### src/rtl/fifo_burst_reader_if.sv
// Bundles the sync_fifo read port and the downstream valid/ready beat stream.
// The reader drives through the master modport; the FIFO and consumer side use slave.
interface fifo_burst_reader_if #(
    parameter int Width = 16
) ();
    logic             fifo_empty;
    logic [Width-1:0] fifo_dout;
    logic             fifo_r_enb;
    logic             out_valid;
    logic             out_ready;
    logic [Width-1:0] out_data;
    logic             out_first;
    logic             out_last;

    modport master (
        input  fifo_empty, fifo_dout, out_ready,
        output fifo_r_enb, out_valid, out_data, out_first, out_last
    );

    modport slave (
        output fifo_empty, fifo_dout, out_ready,
        input  fifo_r_enb, out_valid, out_data, out_first, out_last
    );
endinterface

### src/rtl/fifo_burst_reader.sv
// Drains sync_fifo into a valid/ready stream with first/last burst framing.
// A 2-entry skid buffer absorbs the FIFO's registered read latency.
//   state | meaning
//   IDLE  | no reads issued, buffer empty, busy low
//   RUN   | issuing reads whenever buffer + in-flight word leave room
//   STOP  | no new reads, draining buffered and in-flight words
module fifo_burst_reader #(
    parameter int Width     = 16,
    parameter int BURST_LEN = 4
) (
    input  logic                clk,
    input  logic                reset,
    input  logic                en,
    output logic                busy,
    fifo_burst_reader_if.master bus
);
    localparam int CntW = (BURST_LEN > 1) ? $clog2(BURST_LEN) : 1;
    localparam logic [CntW-1:0] CntLast = CntW'(BURST_LEN - 1);

    typedef enum logic [1:0] {
        IDLE = 2'd0,
        RUN  = 2'd1,
        STOP = 2'd2
    } state_t;

    state_t           state_q, state_d;
    logic [1:0]       count_q, count_d;
    logic             inflight_q, inflight_d;
    logic [Width-1:0] buf0_q, buf0_d;
    logic [Width-1:0] buf1_q, buf1_d;
    logic [CntW-1:0]  cnt_q, cnt_d;

    logic             valid;
    logic             pop;
    logic             rd;
    logic [1:0]       occ_after_pop;

    always_ff @(posedge clk or posedge reset) begin
        if (reset) begin
            state_q    <= IDLE;
            count_q    <= 2'd0;
            inflight_q <= 1'b0;
            buf0_q     <= '0;
            buf1_q     <= '0;
            cnt_q      <= '0;
        end else begin
            state_q    <= state_d;
            count_q    <= count_d;
            inflight_q <= inflight_d;
            buf0_q     <= buf0_d;
            buf1_q     <= buf1_d;
            cnt_q      <= cnt_d;
        end
    end

    always_comb begin
        state_d = state_q;
        case (state_q)
            IDLE: if (en) state_d = RUN;
            RUN:  if (!en) state_d = STOP;
            STOP: begin
                if (en) begin
                    state_d = RUN;
                end else if (count_q == 2'd0 && !inflight_q) begin
                    state_d = IDLE;
                end
            end
            default: state_d = IDLE;
        endcase
    end

    always_comb begin
        valid = (count_q != 2'd0);
        pop   = valid & bus.out_ready;
        // count + inflight never exceeds 2, so the 2-bit sum cannot wrap
        occ_after_pop = count_q + {1'b0, inflight_q} - {1'b0, pop};
        rd    = (state_q == RUN) & ~bus.fifo_empty & (occ_after_pop < 2'd2);

        inflight_d = rd;
        count_d    = count_q;
        buf0_d     = buf0_q;
        buf1_d     = buf1_q;
        case ({inflight_q, pop})
            2'b10: begin
                if (count_q == 2'd0) begin
                    buf0_d = bus.fifo_dout;
                end else begin
                    buf1_d = bus.fifo_dout;
                end
                count_d = count_q + 2'd1;
            end
            2'b01: begin
                buf0_d  = buf1_q;
                count_d = count_q - 2'd1;
            end
            2'b11: begin
                if (count_q == 2'd2) begin
                    buf0_d = buf1_q;
                    buf1_d = bus.fifo_dout;
                end else begin
                    buf0_d = bus.fifo_dout;
                end
            end
            default: begin
            end
        endcase

        cnt_d = cnt_q;
        if (pop) begin
            cnt_d = (cnt_q == CntLast) ? '0 : cnt_q + CntW'(1);
        end
    end

    assign bus.fifo_r_enb = rd;
    assign bus.out_valid  = valid;
    assign bus.out_data   = buf0_q;
    assign bus.out_first  = valid & (cnt_q == '0);
    assign bus.out_last   = valid & (cnt_q == CntLast);
    assign busy           = (state_q != IDLE);
endmodule

### src/flat_wrapper.sv
// flat-port wrapper written by rule: the top's interface ports become plain ports
module fifo_burst_reader_flat 
#(
    parameter int Width     = 16,
    parameter int BURST_LEN = 4
)
  (clk, reset, en, busy, bus_fifo_empty, bus_fifo_dout, bus_out_ready, bus_fifo_r_enb, bus_out_valid, bus_out_data, bus_out_first, bus_out_last);
  fifo_burst_reader_if #(.Width(Width)) bus_i ();
  input  logic clk;
  input  logic reset;
  input  logic en;
  output logic busy;
  input wire logic [$bits(bus_i.fifo_empty)-1:0] bus_fifo_empty;
  input wire logic [$bits(bus_i.fifo_dout)-1:0] bus_fifo_dout;
  input wire logic [$bits(bus_i.out_ready)-1:0] bus_out_ready;
  output wire logic [$bits(bus_i.fifo_r_enb)-1:0] bus_fifo_r_enb;
  output wire logic [$bits(bus_i.out_valid)-1:0] bus_out_valid;
  output wire logic [$bits(bus_i.out_data)-1:0] bus_out_data;
  output wire logic [$bits(bus_i.out_first)-1:0] bus_out_first;
  output wire logic [$bits(bus_i.out_last)-1:0] bus_out_last;
  assign bus_i.fifo_empty = bus_fifo_empty;
  assign bus_i.fifo_dout = bus_fifo_dout;
  assign bus_i.out_ready = bus_out_ready;
  assign bus_fifo_r_enb = bus_i.fifo_r_enb;
  assign bus_out_valid = bus_i.out_valid;
  assign bus_out_data = bus_i.out_data;
  assign bus_out_first = bus_i.out_first;
  assign bus_out_last = bus_i.out_last;
  fifo_burst_reader #(.Width(Width), .BURST_LEN(BURST_LEN)) u_core (.clk(clk), .reset(reset), .en(en), .busy(busy), .bus(bus_i));
endmodule
### config.mk
export PLATFORM = sky130hd
export DESIGN_NAME = fifo_burst_reader_flat
export DESIGN_NICKNAME = d
export VERILOG_FILES = /design/src/rtl/fifo_burst_reader_if.sv /design/src/rtl/fifo_burst_reader.sv /design/src/flat_wrapper.sv
export SDC_FILE = /design/constraint.sdc
export NUM_CORES = 1
export LEC_CHECK = 0
export ABC_AREA = 1
export CORE_UTILIZATION = 48
export CTS_CLUSTER_DIAMETER = 80
export CTS_CLUSTER_SIZE = 16
export DETAILED_ROUTE_END_ITERATION = 8
export PLACE_DENSITY = 0.76
export SLEW_MARGIN = 20
export SYNTH_ARGS = -nofsm -noshare
export SYNTH_HDL_FRONTEND = slang
export SYNTH_SLANG_ARGS = --single-unit
### constraint.sdc
create_clock -name clk -period 1.4 [get_ports clk]
set_input_delay 0.21 -clock clk [delete_from_list [all_inputs] [get_ports clk]]
set_output_delay 0.21 -clock clk [all_outputs]
set_load 0.005 [all_outputs]
; After elaboration in Yosys (flattened, before gate mapping)
; Index checks and enable logic that the tools add are counted.
; W data, S select, Z words.
[totals]
mem_bits_rw = 0
input_bits = 21
mem_count = 0
out_inout_bits = 21
wordCells = 57
ff_bits = 39
latch_bits = 0
romBits = 0
[classes]
n_mux = 13
shift = 0
div_mod_pow = 0
n_bitwise = 6
order_cmp = 1
n_mul = 0
n_eq_ne = 13
reduce_logical = 13
n_addsub = 5
[ops]
columns = op, count
row1 = $mux W16, 4
row2 = $pmux W16 S3, 1
row3 = $pmux W16 S2, 1
row4 = $eq A2 B2 Y1 const B, 5
row5 = $mux W2, 5
row6 = $reduce_bool A2 Y1, 4
row7 = $logic_not A2 Y1, 3
row8 = $ne A2 B2 Y1 const B, 3
row9 = $pmux W2 S3, 1
row10 = $reduce_and A3 Y1, 2
row11 = $and A1 B1 Y1, 5
row12 = $add A2 B1 Y2 const B, 2
row13 = $eq A2 B1 Y1 const B, 2
row14 = $ne A2 B1 Y1 const B, 2
row15 = $pmux W2 S2, 1
row16 = $ne A3 B2 Y1 const B, 1
row17 = $reduce_bool A3 Y1, 1
row18 = $add A2 B1 Y2, 1
row19 = $lt A2 B2 Y1 const B, 1
row20 = $reduce_and A2 Y1, 1
row21 = $sub A2 B1 Y2, 1
row22 = $sub A2 B1 Y2 const B, 1
row23 = $logic_and A1 B1 Y1, 1
row24 = $logic_not A1 Y1, 1
row25 = $not A1 Y1, 1

; Logic depth before layout (Yosys ltp)
[depth]
ltp_word = 5
mapped_depth = 7
ltp_nobuf = 6

; Worst setup path before layout
; OpenSTA, ideal clock, no wires.
[synth_path]
kind = register -> output
start = register u_core.count_q[0]
end = output port bus_fifo_r_enb
stages_incl_launch_ff = 6
t_arrival_ps = 1075
setup_slack_ps = 115
path_buffers = 0
t_required_ps = 1190
path_cell_list = dfrtp_1 -> a21oi_1 -> nand2_1 -> nand2_1 -> nand2_1 -> nor2_1
[synth_via]
elab_chain_cells = 5
elab_cells_between_ends = 6
cone_classes = 2 x add/sub / 1 x order compare / 2 x bitwise / 1 x reduce/logical
[synth_lines]
columns = element, line_no
row1 = "start, declared", fifo_burst_reader.sv:27  ; logic [1:0] count_q, count_d;
row2 = "start signal, assigned", fifo_burst_reader.sv:48  ; count_q <= count_d;
row3 = branches (longest 2 deep; another with $add A2 B1 Y2), -
row4 = $sub A2 B1 Y2 (*), fifo_burst_reader.sv:76  ; occ_after_pop = count_q + {1'b0, inflight_q} - {1'b0, pop};
row5 = $lt A2 B2 Y1 (*), fifo_burst_reader.sv:77  ; rd = (state_q == RUN) & ~bus.fifo_empty & (occ_after_pop < 2'd2);
row6 = $and A1 B1 Y1 (*), fifo_burst_reader.sv:77
row7 = "end, declared", flat_wrapper.sv:16  ; output wire logic [$bits(bus_i.fifo_r_enb)-1:0] bus_fifo_r_enb;
; Mark *: on every way between the ends.

; Worst setup path after layout
; Ends and elaborated chain as after synthesis.

==> results_dict.tcl <==
set metrics [dict create \
    run_status "finished, violations left" \
    violations "negative setup slack" \
    yosysUniqueCellTypes 24 \
    syn_area_um2 2030 \
    multi_input_area_um2 915 \
    die_width_um 67.1 \
    gr-max-usage-layer "met2" \
    yosys_most_used_dff "dfrtp_1" \
    crit_arrival_ps 1440 \
    final_area_um2 3110 \
    numCtsBuffers 5 \
    finish.utilization_pct 77.1 \
    fin_crit_sh_pct 118 \
    final_antenna_net_count 0 \
    cp.required_ps 1190 \
    vdd_drop_max_v 0.000993 \
    grt_pass1_wl_mm 8.22 \
    path_max_fanout 4 \
    critPathKind "flip-flop to output port" \
    root_buffer "clkbuf_8" \
    cts.sinks 39 \
    fmax_ghz 0.604 \
    drt-initial-drc-count 271 \
    synthCells 242 \
    skew_ps 10.5 \
    final_nets 347 \
    syn_nets 265 \
    place_congestion 0.827 \
    routed_wl_mm 6.25 \
    drive_gt1_share_pct 34.0 \
    cts_tree "built" \
    place_area_um2 2580 \
    holdWs_ps 255 \
    ys.warnings.count 0 \
    final_cell_count_no_fill 374 \
    antenna_found_initial 0 \
    grtUsageMet3_pct 6.16 \
    synthTopCellsByCount "74 x nand2_1, 43 x inv_1, 39 x dfrtp_1, 19 x nand3_1" \
    firstDrtPassIters 5 \
    area_growth_pct 52.8 \
    hold_viol_final 0 \
    netlist.area_leader.share_pct 48.0 \
    avgViaCountPerCell 5.34 \
    diodes 0 \
    post-route-min-period_ps 1650 \
    synth.area.top_cells "dfrtp_1 48%, nand2_1 14%, inv_1 7.9%" \
    dpl.cell_count 343 \
    h-tree-depth 2 \
    holdBufCountCts 0 \
    avgSynthCellArea_um2 8.40 \
    end_kind "output port" \
    start_kind "flip-flop" \
    wl_per_cell_um 16.7 \
    pin_count 42 \
    setup_ws_ps -255 \
    p_leak_nw 1.66 \
    use_met2_pct 42.3 \
    grt_max_degree 40 \
    setup_viol 25 \
    yosysSeqAreaShare_pct 48.0 \
    async_flop_share_pct 100 \
    p_total_mw 6.46 \
    dp_hpwl_mm 3.09 \
    core-area_um2 4030 \
    ys_ff_latch 39 \
    cap_viol_max_count 0 \
    num-fill-cells 247 \
    grt_overflow 0 \
    max_slew.worst_pin.slew_ps 245 \
    port-buffer-count 41 \
    grtUsageTotal_pct 25.3 \
    cts.path.max_buffers 2 \
    synth_edf_count 0 \
    start_util_pct 50.4 \
    yosysTopAreaCell "dfrtp_1" \
    grt_pass1_vias 1791 \
    final_max_slew_viol_count 0 \
    rsz0062_at_grt "true" \
    path_clk_slew_ps 80 \
    worstSkewPairLatency_ps 310 \
    ff_latch_area_um2 977 \
    die-height_um 67.1 \
    relSlewSlack_pct 83.6 \
    synth_most_common_cell "nand2_1" \
    via_count 1999 \
    drc_errors 0 \
    grtUsageMet1_pct 29.6 \
    powerDensity_nw_per_um2 2080 \
    fp-row-count 23 \
    hold_path_class "primary input to async pin" \
    die-area_um2 4500 \
]
==> cell type report <==
type	instances	share of cell area, %
Inverter	45	5.68
Timing Repair inverter	1	0.242
Timing Repair Buffer	84	28.3
Clock inverter	1	0.161
Tap cell	50	2.01
Multi-Input combinational cell	148	29.5
Sequential cell	39	31.5
Clock buffer	6	2.66
==> metal layers <==
metal / part of all wire, % / vias to the layer above / routed length, um
met5: 0 / - / 0
met2: 52 / 118 / 3230
met3: 7.6 / 23 / 472
li1: - / 929 / -
met1: 37 / 929 / 2300
met4: 3.9 / 0 / 242
==> sequential cells by signal, indices dropped and copies added (netlist names) <==
register,cells
u_core.buf1_q,16
u_core.bus.out_data,16
u_core.cnt_q,2
u_core.count_q,2
u_core.state_q,2
u_core.inflight_q,1
==> layout by cell type, fill, tap and decap left out <==
master           count
dlygate4sd2_1        1
or2_4                1
dlymetal6s2s_1       7
nand3_4              4
buf_2                3
dfrtp_2              1
buf_8                2
clkdlybuf4s50_1     28
a21oi_2              1
buf_12               4
inv_2                4
o21ai_0              3
nor2_4               1
o21ai_2             17
nand3_1             12
nand2_1             61
clkbuf_16            2
nor3_1               1
nand2_2             12
buf_4               22
nor2_1               4
clkbuf_8             6
nand4_1             16
a21oi_1              1
nand2_8              1
o21ai_4              1
clkinvlp_4           1
clkbuf_2             1
ha_1                 2
nor2_2               1
inv_8                1
dfrtp_1             38
clkinv_2             1
or3b_4               1
nand3_2              5
inv_1               40
buf_6               14
nand2_4              3
==> critical path, cell delays in order (launching register included) <==
cell and delay, ps:
dfrtp_2 460, a21oi_2 190, nand2_2 90, nand2_2 70, nand2_2 60, nor2_2 130
buf_2 140
==> per-stage QoR <==
step | setup TNS, ps | setup slack [ps]
finish | -3410 | -255
global route | -5060 | -321
CTS | -2260 | -188
detailed placement | -6860 | -732
global placement | -5180 | -608
floorplan | 0 | 115
==> final timing paths <==
kind | slack [ps] | end | start | cells past startpoint
worst max-delay path | -250 | bus_fifo_r_enb | u_core.count_q[0] | 6
worst min-delay path | 250 | u_core.buf1_q[0] | reset | 3
worst max register to register | -240 | u_core.bus.out_data[6] | u_core.count_q[0] | 9
worst min register to register | 480 | u_core.bus.out_data[3] | u_core.bus.out_data[3] | 2
max in group asynchronous | 930 | u_core.count_q[0] | reset | 3
min in group clk | 460 | u_core.state_q[0] | en | 3
==> power breakdown <==
part / internal (mW) / leakage (nW) / switching (mW) / total (mW)
Clock: 0.387 / 0.0470 / 0.408 / 0.794
Combinational: 1.82 / 1.13 / 1.86 / 3.69
Sequential: 1.64 / 0.486 / 0.337 / 1.98
==> timing repair <==
item,in CTS,in global routing
endpoints found under the setup margin,12,46
resized for setup,55,32
pin swaps,17,15
cloned,1,4
setup buffers,13,8
==> kinds of logic after synthesis <==
group           after synthesis  share of synthesized area, %
compound gates               23                          9.17
fa+ha+maj                     2                          1.23
buf+inv                      56                          13.5
flops                        39                          48.0
simple gates                122                          28.0
Note: power is estimated with default switching activity, not from simulation.
==> edit 1: new RTL, same settings <==
Reset style: synchronous (`reset`), changed in one clocked block.
--- a/src/rtl/fifo_burst_reader.sv
+++ b/src/rtl/fifo_burst_reader.sv
@@ -36,5 +36,5 @@
     logic [1:0]       occ_after_pop;
 
-    always_ff @(posedge clk or posedge reset) begin
+    always_ff @(posedge clk) begin
         if (reset) begin
             state_q    <= IDLE;
Formal check against the unedited RTL: differs if reset is asserted again (counterexample within 4 cycles, from zero or initial values and one cycle with reset high); with reset held inactive, the same outputs for 10 cycles.
==> edit 1 against the original RTL <==
- the run still ends with negative setup slack left
- routed wire length is 33% lower
- largest cell class is now multi-input combinational cells
- sequential cell count unchanged
- area after synthesis down 11%
- hold slack improved by 0.20 ns
- clock skew decreased by 0.0082 ns
- critical path depth shrank 1
- via count shrank 9.8%
- setup slack improved by 0.21 ns
- design area shrank 16%
Power is not compared: it rests on default switching activity, and its combinational part moved more than twofold at a synthesized area within 25%.
==> edit 1: results (changes against the original RTL) <==
Starting DRT DRC Count 83 (-69%); Pleak 1.187 nW; fraction of layout cells with a size suffix above 1 20.06% (-14 points); GP Congestion 0.7882 (-4.7%); Final nets 341 (-1.7%); sequential area share after synthesis 43.12% (-4.9 points); synth cell count leaders 44 x inv_1, 44 x nand2_1, 39 x dfxtp_1, 35 x a21oi_1, 31 x o21ai_0; asr flop ratio synth 0% (-100 points); first-pass GRT wire length 6720 um (-18%); DRT Pass-1 Iters 4 (-1); Overall Global Routing Usage 21.24% (-4.0 points); run status complete, but fails checks; vias in the first global route 1560 (-13%); final setup TNS -0.05455 ns (+3.354 ns); Synth area leaders dfxtp_1 43%, a21oi_1 9.7%, inv_1 9.1%; fin worst setup slack -0.04548 ns (+0.2092 ns); Worst Skew 0.002278 ns (-0.008248 ns); hpwl dp 2801 um (-9.4%); routed via count 1804 (-9.8%); pin count of the biggest net entering global routing 35 (-13%); ys flop type dfxtp_1; failing checks negative setup slack; Reg clk slew, reported paths 0.07 ns; number of diodes 0 (unchanged); Cell Area, Placed 2429 um2 (-5.9%); met1 wire length 1965 um (-15%); Setup violations, final 2 (-92%); clock latency on the worst-skew pair 0.29 ns (-0.02 ns); largest fanout on the critical path 5 (+1); relative slew slack 83.11% (-0.52 points); WL met3 159 um (-66%); Post-Syn Nets 281 (+6.0%); Routed met2 length 1988 um (-38%); type of the most critical hold path flop to flop; CTS Buf Count 5 (unchanged); Unique masters post-synth 20 (-17%)
-- edit 1: cell types whose count changed in the layout (fill, tap and decap cells not counted), moves of 9 or more --
cell     delta
a21oi_1    +33
buf_6       -9
dfrtp_1    -38
dfxtp_1    +34
nand2_1    -22
nand4_1    -16
o21ai_0    +27
o21ai_2    -17
-- edit 1: where the power goes --
group	total [mW]	internal (mW)	switching [mW]
logic	0.293	0.166	0.127
registers	1.15	1.14	0.0153
clock network	0.844	0.448	0.396
-- edit 1: final timing paths --
path                                                startpoint                                   end  slack (ns)  depth (start not counted)
worst min register to register   u_core.buf1_q[4]$_SDFFE_PP0P_         u_core.buf1_q[4]$_SDFFE_PP0P_        0.46                          2
worst min-delay path             u_core.buf1_q[4]$_SDFFE_PP0P_         u_core.buf1_q[4]$_SDFFE_PP0P_        0.46                          2
worst max-delay path            u_core.count_q[0]$_SDFFE_PP0P_                        bus_fifo_r_enb       -0.05                          5
worst max register to register  u_core.count_q[0]$_SDFFE_PP0P_  u_core.bus.out_data[10]$_SDFFE_PP0P_       -0.01                          9
-- edit 1: cell type report --
cell class	instances	area [um2]
fillers	291	863.3
clock inverters	1	7.507
multi-input cells	160	824.5
flip-flops and latches	39	789.5
repair buffers	66	656.9
clock buffers	7	96.34
well taps	46	57.56
inverters	46	172.7
-- edit 1: routing by layer --
layer / vias up / global-route usage [%]
met3: 6 / 5.254
met4: 0 / 9.659
met1: 819 / 26.07
li1: 942 / -
met5: - / 0
met2: 37 / 34.71
-- edit 1: worst max-delay path, stage by stage, from the launching register on --
cell,delay (ns)
dfxtp_4,0.37
o21ai_1,0.20
nand3_1,0.14
nand3_2,0.11
inv_2,0.04
buf_6,0.10
-- edit 1: cells by family after synthesis --
group / synth area share, %
adders and majority gates: 1.382
DFF: 43.12
buffers and inverters: 13.82
AOI/OAI and AO/OA: 19.35
and+or+nand+nor: 22.32
-- edit 1: per-stage QoR --
| step | setup WS (ns) | util, % | hold WS (ns) | cells |
|---|---|---|---|---|
| floorplan | 0.2409 | - | 0.2791 | 258 |
| global placement | -0.5820 | 70.02 | 0.4373 | 354 |
| detailed placement | -0.6566 | 70.02 | 0.4442 | 354 |
| CTS | -0.1786 | 73.30 | 0.4553 | 362 |
| global route | -0.1341 | 75.11 | 0.4743 | 365 |
| finish | -0.04548 | 75.11 | 0.4564 | 365 |
-- edit 1: timing repair --
action	4_1_cts	5_1_grt
resized for setup	18	22
buffers inserted	1	2
endpoints found under the setup margin	7	21
gates cloned	0	1
pin swaps	5	7
==> edit 2: new RTL, same settings <==
Made on the original files. `Width` is set to 16 in 3 places; all go to 32.
--- a/src/rtl/fifo_burst_reader_if.sv
+++ b/src/rtl/fifo_burst_reader_if.sv
@@ -2,5 +2,5 @@
 // The reader drives through the master modport; the FIFO and consumer side use slave.
 interface fifo_burst_reader_if #(
-    parameter int Width = 16
+    parameter int Width = 32
 ) ();
     logic             fifo_empty;
--- a/src/rtl/fifo_burst_reader.sv
+++ b/src/rtl/fifo_burst_reader.sv
@@ -6,5 +6,5 @@
 //   STOP  | no new reads, draining buffered and in-flight words
 module fifo_burst_reader #(
-    parameter int Width     = 16,
+    parameter int Width     = 32,
     parameter int BURST_LEN = 4
 ) (
--- a/src/flat_wrapper.sv
+++ b/src/flat_wrapper.sv
@@ -2,5 +2,5 @@
 module fifo_burst_reader_flat 
 #(
-    parameter int Width     = 16,
+    parameter int Width     = 32,
     parameter int BURST_LEN = 4
 )
Interface: changed (resized bus_fifo_dout and bus_out_data); port bits go from 42 to 74. The function was not compared with the original's and may differ.
==> edit 2 against the original RTL <==
- critical path type unchanged
- power increased by 83%
- highest routed layer unchanged
- sequential power increased by 91%
- global-route usage increased by 2.0 points
- largest cell class unchanged
- area after synthesis increased by 78%
- routed wire length increased by 70%
- setup slack got worse by 0.078 ns
- sequential cell count increased by 32
- design area increased by 81%
- the run still ends with negative setup slack left
==> edit 2: results (changes against the original RTL) <==
H-tree depth 3 (+1); Cell Area, Placed 4583 um2 (+78%); Post-Route WL 10620 um (+70%); Worst Skew 0.01348 ns (+0.002950 ns); final setup TNS -16.42 ns (-13.01 ns); fraction of layout cells with a size suffix above 1 34.34% (+0.39 points); vias in the first global route 3398 (+90%); worst vdd ir 1.085 mV (+9.3%); pin count of the biggest net entering global routing 72 (+80%); dpl cells 605 (+76%); hpwl dp 5225 um (+69%); CTS Buf Count 9 (+4); Clock Tree Root clkbuf_8; Final nets 599 (+73%); synth cell count leaders 134 x nand2_1, 72 x inv_1, 71 x dfrtp_1, 35 x nand3_1; setup slack at placement -0.4498 ns (+0.2824 ns); R2R cell count 11 (+2); sequential area share after synthesis 49.17% (+1.1 points); Fill cells 469 (+90%); clock latency on the worst-skew pair 0.37 ns (+0.06 ns); Overall Global Routing Usage 27.32% (+2.0 points); number of diodes 0 (unchanged); Min Clock Period, post-route 1.733 ns (+0.07797 ns); Post-Syn Nets 468 (+77%); Setup violations, final 73 (+190%); hold slack final 0.2998 ns (+0.04504 ns); Synth area leaders dfrtp_1 49%, nand2_1 14%, o21ai_2 7.8%; Pleak 2.898 nW (+75%); largest fanout on the critical path 3 (-1); input/output buffers 73 (+78%); routed via count 3468 (+73%); first-pass GRT wire length 16120 um (+96%); synthesized area per cell 8.423 um2 (+0.32%); failing checks negative setup slack; CP arrival 1.52 ns (+0.08 ns); fin worst setup slack -0.3327 ns (-0.07797 ns); GP Congestion 0.7780 (-5.9%); run status complete, but fails checks
[edit 2: cells by family (layout without fill, tap and decap cells)]
kind of cell	Yosys count	after routing	share of synthesized area [%]
AND/OR/NAND/NOR	217	217	27.49
buffers and inverters	100	236	13.50
flip-flops	71	71	49.17
AO/OA/AOI/OAI	38	38	8.899
adder cells (fa/ha/maj)	2	2	0.6924
XOR/XNOR	1	1	0.2424
[edit 2: layer usage]
| metal | up-vias | wire, um | global-route usage, % | part of all wire (%) |
|---|---|---|---|---|
| met5 | - | 0 | 0 | 0 |
| met3 | 35 | 588 | 5.410 | 5.5 |
| met1 | 1670 | 4313 | 34.44 | 41 |
| met4 | 0 | 279 | 11.58 | 2.6 |
| li1 | 1616 | - | - | - |
| met2 | 147 | 5440 | 45.94 | 51 |
[edit 2: timing repair]
item,in CTS,in global routing
setup endpoints to repair,101,74
gates resized for setup,128,59
cloned,8,0
hold buffers,0,0
buffers inserted,38,7
pin swaps,14,11
[edit 2: how the worst max path moves through the flow]
stage	from	to	slack (ns)	depth (start not counted)
2_1_floorplan	u_core.inflight_q$_DFF_PP0_	bus_fifo_r_enb	0.17	4
3_3_place_gp	bus_out_ready	u_core.buf1_q[8]$_DFFE_PP0P_	-0.41	7
3_5_place_dp	bus_out_ready	u_core.buf1_q[17]$_DFFE_PP0P_	-0.45	7
6_report	u_core.count_q[0]$_DFFE_PP0P_	bus_out_first	-0.33	7
4_1_cts	u_core.inflight_q$_DFF_PP0_	bus_fifo_r_enb	-0.24	5
5_1_grt	u_core.count_q[0]$_DFFE_PP0P_	u_core.bus.out_data[12]$_DFFE_PP0P_	-0.40	11
[edit 2: power by group]
| group | leakage, nW | switching [mW] | internal [mW] | total, mW |
|---|---|---|---|---|
| Sequential | 0.884 | 0.776 | 3.00 | 3.78 |
| Clock | 0.0849 | 0.847 | 0.696 | 1.54 |
| Combinational | 1.93 | 3.14 | 3.39 | 6.53 |
[edit 2: final cells by class]
class	instances	area, um2	share of cell area, %
inverter	75	290.3	5.176
sequential	71	1777	31.68
tap	99	123.9	2.209
clock buffer	10	137.6	2.454
timing repair buffer	145	1540	27.47
clock inverter	6	45.04	0.8032
multi-input combinational	258	1694	30.21
[edit 2: worst max-delay path, cell delays in order (launching register included)]
cell	delay [ns]
dfrtp_1	0.43
buf_6	0.14
buf_6	0.11
nor2_4	0.13
buf_6	0.12
buf_4	0.10
nor2_1	0.03
buf_2	0.11
